$ cat src/rtl/relay_shift_driver.sv
// Serialises a parallel relay word into a 74HC595-style chain.
// Bit timing comes from a sampled divided clock; everything else runs on clk_in.
module relay_shift_driver #(
    parameter int WIDTH     = 32,
    parameter bit MSB_FIRST = 1'b1
) (
    input  logic             clk_in,
    input  logic             reset_n,
    input  logic             clk_div,
    input  logic [WIDTH-1:0] data_in,
    input  logic             data_valid,
    output logic             data_ready,
    output logic             busy,
    output logic             done,
    output logic             sr_ser,
    output logic             sr_sck,
    output logic             sr_rck,
    output logic             sr_oe_n
);
    localparam int CW = $clog2(WIDTH + 1);

    typedef enum logic [2:0] {
        S_IDLE,
        S_SETUP,
        S_HIGH,
        S_LOW,
        S_LATCH,
        S_RELEASE,
        S_DONE
    } state_t;

    state_t           r_state;
    logic             r_div_meta;
    logic             r_div_sync;
    logic             r_div_prev;
    logic [WIDTH-1:0] r_shift;
    logic [CW-1:0]    r_cnt;
    logic             r_ready;
    logic             r_busy;
    logic             r_done;
    logic             r_ser;
    logic             r_sck;
    logic             r_rck;
    logic             r_oe_n;

    logic             w_tick;
    logic             w_cur_bit;
    logic [WIDTH-1:0] w_shift_next;

    assign w_tick = r_div_sync & ~r_div_prev;

    generate
        if (MSB_FIRST) begin : g_msb
            assign w_cur_bit    = r_shift[WIDTH-1];
            assign w_shift_next = {r_shift[WIDTH-2:0], 1'b0};
        end else begin : g_lsb
            assign w_cur_bit    = r_shift[0];
            assign w_shift_next = {1'b0, r_shift[WIDTH-1:1]};
        end
    endgenerate

    always_ff @(posedge clk_in or negedge reset_n) begin
        if (!reset_n) begin
            r_state    <= S_IDLE;
            r_div_meta <= 1'b0;
            r_div_sync <= 1'b0;
            r_div_prev <= 1'b0;
            r_shift    <= '0;
            r_cnt      <= '0;
            r_ready    <= 1'b1;
            r_busy     <= 1'b0;
            r_done     <= 1'b0;
            r_ser      <= 1'b0;
            r_sck      <= 1'b0;
            r_rck      <= 1'b0;
            r_oe_n     <= 1'b1;
        end else begin
            r_div_meta <= clk_div;
            r_div_sync <= r_div_meta;
            r_div_prev <= r_div_sync;
            r_done     <= 1'b0;

            case (r_state)
                S_IDLE: begin
                    r_sck <= 1'b0;
                    r_rck <= 1'b0;
                    if (data_valid && r_ready) begin
                        r_shift <= data_in;
                        r_cnt   <= CW'(WIDTH);
                        r_ready <= 1'b0;
                        r_busy  <= 1'b1;
                        r_state <= S_SETUP;
                    end
                end
                S_SETUP: if (w_tick) begin
                    r_ser   <= w_cur_bit;
                    r_sck   <= 1'b0;
                    r_state <= S_HIGH;
                end
                S_HIGH: if (w_tick) begin
                    r_sck   <= 1'b1;
                    r_state <= S_LOW;
                end
                S_LOW: if (w_tick) begin
                    r_sck   <= 1'b0;
                    r_shift <= w_shift_next;
                    r_cnt   <= r_cnt - CW'(1);
                    // Counter reaches zero on this tick when it currently holds one.
                    r_state <= (r_cnt == CW'(1)) ? S_LATCH : S_SETUP;
                end
                S_LATCH: if (w_tick) begin
                    r_rck   <= 1'b1;
                    r_state <= S_RELEASE;
                end
                S_RELEASE: if (w_tick) begin
                    r_rck   <= 1'b0;
                    r_oe_n  <= 1'b0;
                    r_done  <= 1'b1;
                    r_state <= S_DONE;
                end
                S_DONE: begin
                    r_ready <= 1'b1;
                    r_busy  <= 1'b0;
                    r_state <= S_IDLE;
                end
                default: r_state <= S_IDLE;
            endcase
        end
    end

    assign data_ready = r_ready;
    assign busy       = r_busy;
    assign done       = r_done;
    assign sr_ser     = r_ser;
    assign sr_sck     = r_sck;
    assign sr_rck     = r_rck;
    assign sr_oe_n    = r_oe_n;
endmodule
$ cat config.mk
export PLATFORM = sky130hd
export DESIGN_NAME = relay_shift_driver
export DESIGN_NICKNAME = d
export VERILOG_FILES = /design/src/rtl/relay_shift_driver.sv
export SDC_FILE = /design/constraint.sdc
export NUM_CORES = 1
export LEC_CHECK = 0
export ABC_AREA = 1
export ABC_CLOCK_PERIOD_IN_PS = 1240
export BUFFER_PORTS_ARGS = -buffer_cell sky130_fd_sc_hd__buf_2
export CAP_MARGIN = 0
export CORE_MARGIN = 3
export CORE_UTILIZATION = 45
export CTS_CLUSTER_DIAMETER = 60
export DETAILED_ROUTE_END_ITERATION = 8
export MAX_ROUTING_LAYER = met4
export PLACE_DENSITY_LB_ADDON = 0.2
export SETUP_SLACK_MARGIN = 0.3
export SYNTH_ARGS = -nofsm -noshare
export SYNTH_HDL_FRONTEND = slang
export SYNTH_SLANG_ARGS = --single-unit
$ cat constraint.sdc
create_clock -name clk_in -period 1.24 [get_ports clk_in]
set_input_delay 0.124 -clock clk_in [delete_from_list [all_inputs] [get_ports clk_in]]
set_output_delay 0.124 -clock clk_in [all_outputs]
set_load 0.1 [all_outputs]
# After elaboration in Yosys (flattened, before gate mapping)
# Index checks and enable logic that the tools add are counted.
# W data, S select, Z words.
[word_totals]
register_bits = 51
wordCells = 68
inputBits = 36
output_inout_bits = 7
[classes]
n_reduce_logical = 14
n_bitwise = 2
eq_ne = 14
muxes = 24
addsub = 1
[ops]
columns = ["cell", "count"]
rows = [
  ["$mux W32", 2],
  ["$pmux W32 S2", 1],
  ["$mux W3", 7],
  ["$pmux W3 S6", 1],
  ["$mux W6", 2],
  ["$ne A2 B2 Y1 const B", 6],
  ["$pmux W6 S2", 1],
  ["$eq A3 B3 Y1 const B", 3],
  ["$reduce_and A3 Y1", 3],
  ["$eq A3 B2 Y1 const B", 2],
  ["$eq A6 B1 Y1 const B", 1],
  ["$mux W1", 6],
  ["$pmux W1 S3", 2],
  ["$reduce_and A2 Y1", 3],
  ["$reduce_and A6 Y1", 1],
  ["$reduce_bool A3 Y1", 2],
  ["$sub A6 B1 Y6 const B", 1],
  ["$pmux W1 S2", 2],
  ["$reduce_bool A2 Y1", 2],
  ["$eq A3 B1 Y1 const B", 1],
  ["$logic_not A3 Y1", 1],
  ["$ne A2 B1 Y1 const B", 1],
  ["$reduce_or A2 Y1", 1],
  ["$and A1 B1 Y1", 1],
  ["2 further kinds", 2],
]

# Depth between registers and ports, before layout
[depth]
word_depth = 4
depth_mapped = 9
ltp_nobuf = 8

# Worst setup path after synthesis
# Ideal clock, no wire load.
[synth_timing]
path_kind = "flip-flop to flip-flop"
start = "register r_ready (netlist: data_ready)"
end = "register r_cnt[5]"
slack_ps = -442
setup_time_ps = 127
required_time_ps = 1113
arrival_time_ps = 1555
path_stages_with_launch = 9
cell_sequence = "dfstp_2 -> nand2_1 -> inv_1 -> nand3_2 -> nand2_4 -> buf_8 -> nand2_1 -> nand2_1 -> nand3_1"
[synth_between]
elab_chain_len = 3
[synth_rtl]
columns = ["item", "line_no", "text"]
rows = [
  ["from (decl)", "38", "logic r_ready;"],
  ["from (signal assigned)", "70", "r_ready <= 1'b1;"],
  ["from (signal assigned)", "90", "r_ready <= 1'b0;"],
  ["from (signal assigned)", "122", "r_ready <= 1'b1;"],
  ["$logic_and A1 B1 Y1", "87", "if (data_valid && r_ready) begin"],
  ["$ne A2 B2 Y1 (no line)", "--", ""],
  ["$reduce_and A3 Y1 (no line)", "--", ""],
  ["to (signal assigned)", "89", "r_cnt <= CW'(WIDTH);"],
  ["to (signal assigned)", "107", "r_cnt <= r_cnt - CW'(1);"],
  ["to (decl)", "37", "logic [CW-1:0] r_cnt;"],
]
# No other way between the ends.
# A chain may end at the register's enable or synchronous reset.

# Final worst setup path
# Same ends and word-level chain as after synthesis.

==> impl_metrics.env <==
export IMPL_violations="negative setup slack"
export IMPL_fill_cells=470
export IMPL_maxCapViolations=0
export IMPL_peakVddDrop_mv=1.43
export IMPL_clock_sinks=51
export IMPL_hpwl_mm=3.57
export IMPL_grt_max_degree=65
export IMPL_yosysMostFrequentCell="nand2_1"
export IMPL_portBuffers=42
export IMPL_area_delta_synth_final_pct=35.8
export IMPL_cts_tree="yes"
export IMPL_outcome="finished with violations"
export IMPL_stdcell_area_um2=3460
export IMPL_worstMarginPinSlew_ps=299
export IMPL_regToRegStartpoint="data_ready"
export IMPL_synth_seq_area_share_pct=50.2
export IMPL_fin_crit_ps=1370
export IMPL_htreeDepth=2
export IMPL_synth_edf_count=0
export IMPL_dr_pass1_iters=4
export IMPL_start_util_pct=48.1
export IMPL_coreArea_um2=5300
export IMPL_clk_latency_ps=300
export IMPL_powerDensity_nw_per_um2=2310
export IMPL_synthCells=316
export IMPL_globalRouteTotalUtil_pct=18.2
export IMPL_layout_drive_gt1_share_pct=31.5
export IMPL_async_flop_share_pct=100
export IMPL_cts_made_buffers=5
export IMPL_yosys_warnings=0
export IMPL_fin_nets=428
export IMPL_cp_max_fo=22
export IMPL_yosysTopAreaCellShare_pct=48.1
export IMPL_route_detailed_wl_per_inst_um=11.6
export IMPL_finalHoldViolCount=0
export IMPL_cp_data_required_time_ps=1480
export IMPL_ys_top_cells_by_area="dfrtp_1 48%, nand2_1 13%, o21ai_0 7.9%"
export IMPL_die_h_um=81.3
export IMPL_grt_pass1_vias=1975
export IMPL_vias_per_cell=4.72
export IMPL_regMostFlops="r_shift"
export IMPL_largest_register_ffs=32
export IMPL_synth_area_um2=2550
export IMPL_cp_arrival_ps=1610
export IMPL_die_w_um=81.3
export IMPL_ant_nets=0
export IMPL_rsz0062_at_grt="yes"
export IMPL_finalCritPeriodShare_pct=111
export IMPL_crit_start="data_ready"
export IMPL_critical_path_max_stage_delay_ps=640
export IMPL_clock_fmax_mhz=729
export IMPL_largestRegisters="r_shift x32, r_cnt x6, r_state x3"
export IMPL_holdCritStartpoint="data_in[0]"
export IMPL_relSlewSlack_pct=80.1
export IMPL_clock_path_buffers=2
export IMPL_syn_area_per_cell_um2=8.07
export IMPL_rows=26
export IMPL_io_pin_count=43
export IMPL_drc=0
export IMPL_synth_seq_cells=51
export IMPL_cts_root_buffer="clkbuf_8"
export IMPL_drt_iter0_drc=125
export IMPL_die_area_um2=6600
export IMPL_grt_pass1_wl_mm=8.92
export IMPL_clk_pin_slew_ps=90
export IMPL_placed_cell_area_um2=3090
export IMPL_synth_main_ff_cell="dfrtp_1"
export IMPL_yosysTopAreaCell="dfrtp_1"
export IMPL_leakage_nw=1.72
export IMPL_hold_path_class="in -> reg"
export IMPL_path_cells="nand2_4 > inv_2 > nand3_4 > nand2_8 > buf_12 > nand3_1 > nand3_1"
export IMPL_crit_path_end_kind="register"
export IMPL_grt_overflow_total=0
export IMPL_fin_ws_ps=-131
export IMPL_cp_start_kind="register"
export IMPL_skew_ps=9.65
export IMPL_worst_path_max_delay_cell="dfstp_4"
export IMPL_synth_distinct_cells=24
export IMPL_total_power_mw=8.01
export IMPL_synth_commonest_cells="89 x nand2_1, 49 x dfrtp_1, 47 x inv_1"
export IMPL_antenna_cells=0
export IMPL_setup_viol=43
export IMPL_critPathKind="reg -> reg"
export IMPL_r2r_slack_ps=-130
export IMPL_drt_wl_total_mm=5.36
export IMPL_gp_congestion=0.883
export IMPL_grt_antenna_before_repair=0
export IMPL_num_vias=2175
export IMPL_final_max_slew_viol_count=0
export IMPL_cpMostUsedCell="nand3_1"
export IMPL_synth_fp_nets=354
-- worst paths after layout --
check / cells after the start / endpoint
worst min register to register: 0 / r_div_sync
max in group asynchronous: 3 / data_ready
worst max-delay path: 7 / r_cnt[5]
min in group asynchronous: 3 / r_state[1]
worst max register to register: 7 / r_cnt[5]
worst min-delay path: 3 / r_shift[0]
-- layer usage --
metal	up-vias	GRT usage (%)	part of all wire, %
met5	-	-	0
met4	0	6.42	1.8
li1	1141	-	-
met1	981	24.3	48
met3	8	3.88	4.0
met2	45	27.5	46
-- cells in the final DEF (no fill, tap or decap), types with 4 or more instances in the layout --
cell	count
nand2_1	84
o21ai_1	43
inv_1	42
dfrtp_1	42
buf_2	35
o21ai_0	28
buf_4	22
buf_12	13
nand3_1	10
nor2_1	9
buf_6	7
dfrtp_2	6
clkbuf_8	6
nand2_2	5
inv_2	4
-- power by group --
group | total [mW] | leakage, nW | internal, mW | switching, mW
registers | 2.66 | 0.622 | 2.37 | 0.288
logic | 4.16 | 1.04 | 1.70 | 2.46
clock network | 1.19 | 0.0612 | 0.653 | 0.540
total | 8.01 | 1.72 | 4.72 | 3.29
-- critical path: cells and delay by family (launching register included) --
kind / cells / cell delay, ps
flip-flops: 1 / 640
buffers and inverters: 2 / 220
AND/OR/NAND/NOR: 5 / 450
-- kinds of logic after synthesis --
| group | count (synthesis) | synth area share (%) |
|---|---|---|
| buffers and inverters | 63 | 12.7 |
| AND/OR/NAND/NOR | 123 | 20.8 |
| adder cells (fa/ha/maj) | 2 | 0.982 |
| flip-flops | 51 | 50.2 |
| AO/OA/AOI/OAI | 77 | 15.4 |
-- final cells by class --
class                      instances  area (µm²)  share of cell area (%)
multi-input combinational        202        1030                    29.8
clock buffer                       6        82.6                    2.39
inverter                          50         213                    6.14
tap                               70        87.6                    2.53
sequential                        51        1300                    37.5
clock inverter                     2        35.0                    1.01
timing repair buffer              80         714                    20.6
-- stage by stage --
step | std cells | hold slack [ps] | setup TNS [ps] | util, % | setup WS, ps
5_1_grt | 461 | 78.5 | -6830 | 65.3 | -205
4_1_cts | 459 | 66.4 | -4030 | 64.6 | -132
3_3_place_gp | 442 | 141 | -4400 | 58.4 | -132
2_1_floorplan | 316 | -172 | -8840 | - | -280
3_5_place_dp | 442 | 141 | -5400 | 58.4 | -187
6_report | 461 | 69.1 | -3480 | 65.3 | -131
-- repair_timing --
item | CTS | global route
hold buffers | 2 | 0
buffers inserted | 7 | 2
resized for setup | 41 | 10
setup endpoints to repair | 55 | 55
pin swaps | 10 | 2
hold endpoints to repair | 50 | 0
No activity file was read; power rests on OpenSTA's default activity.
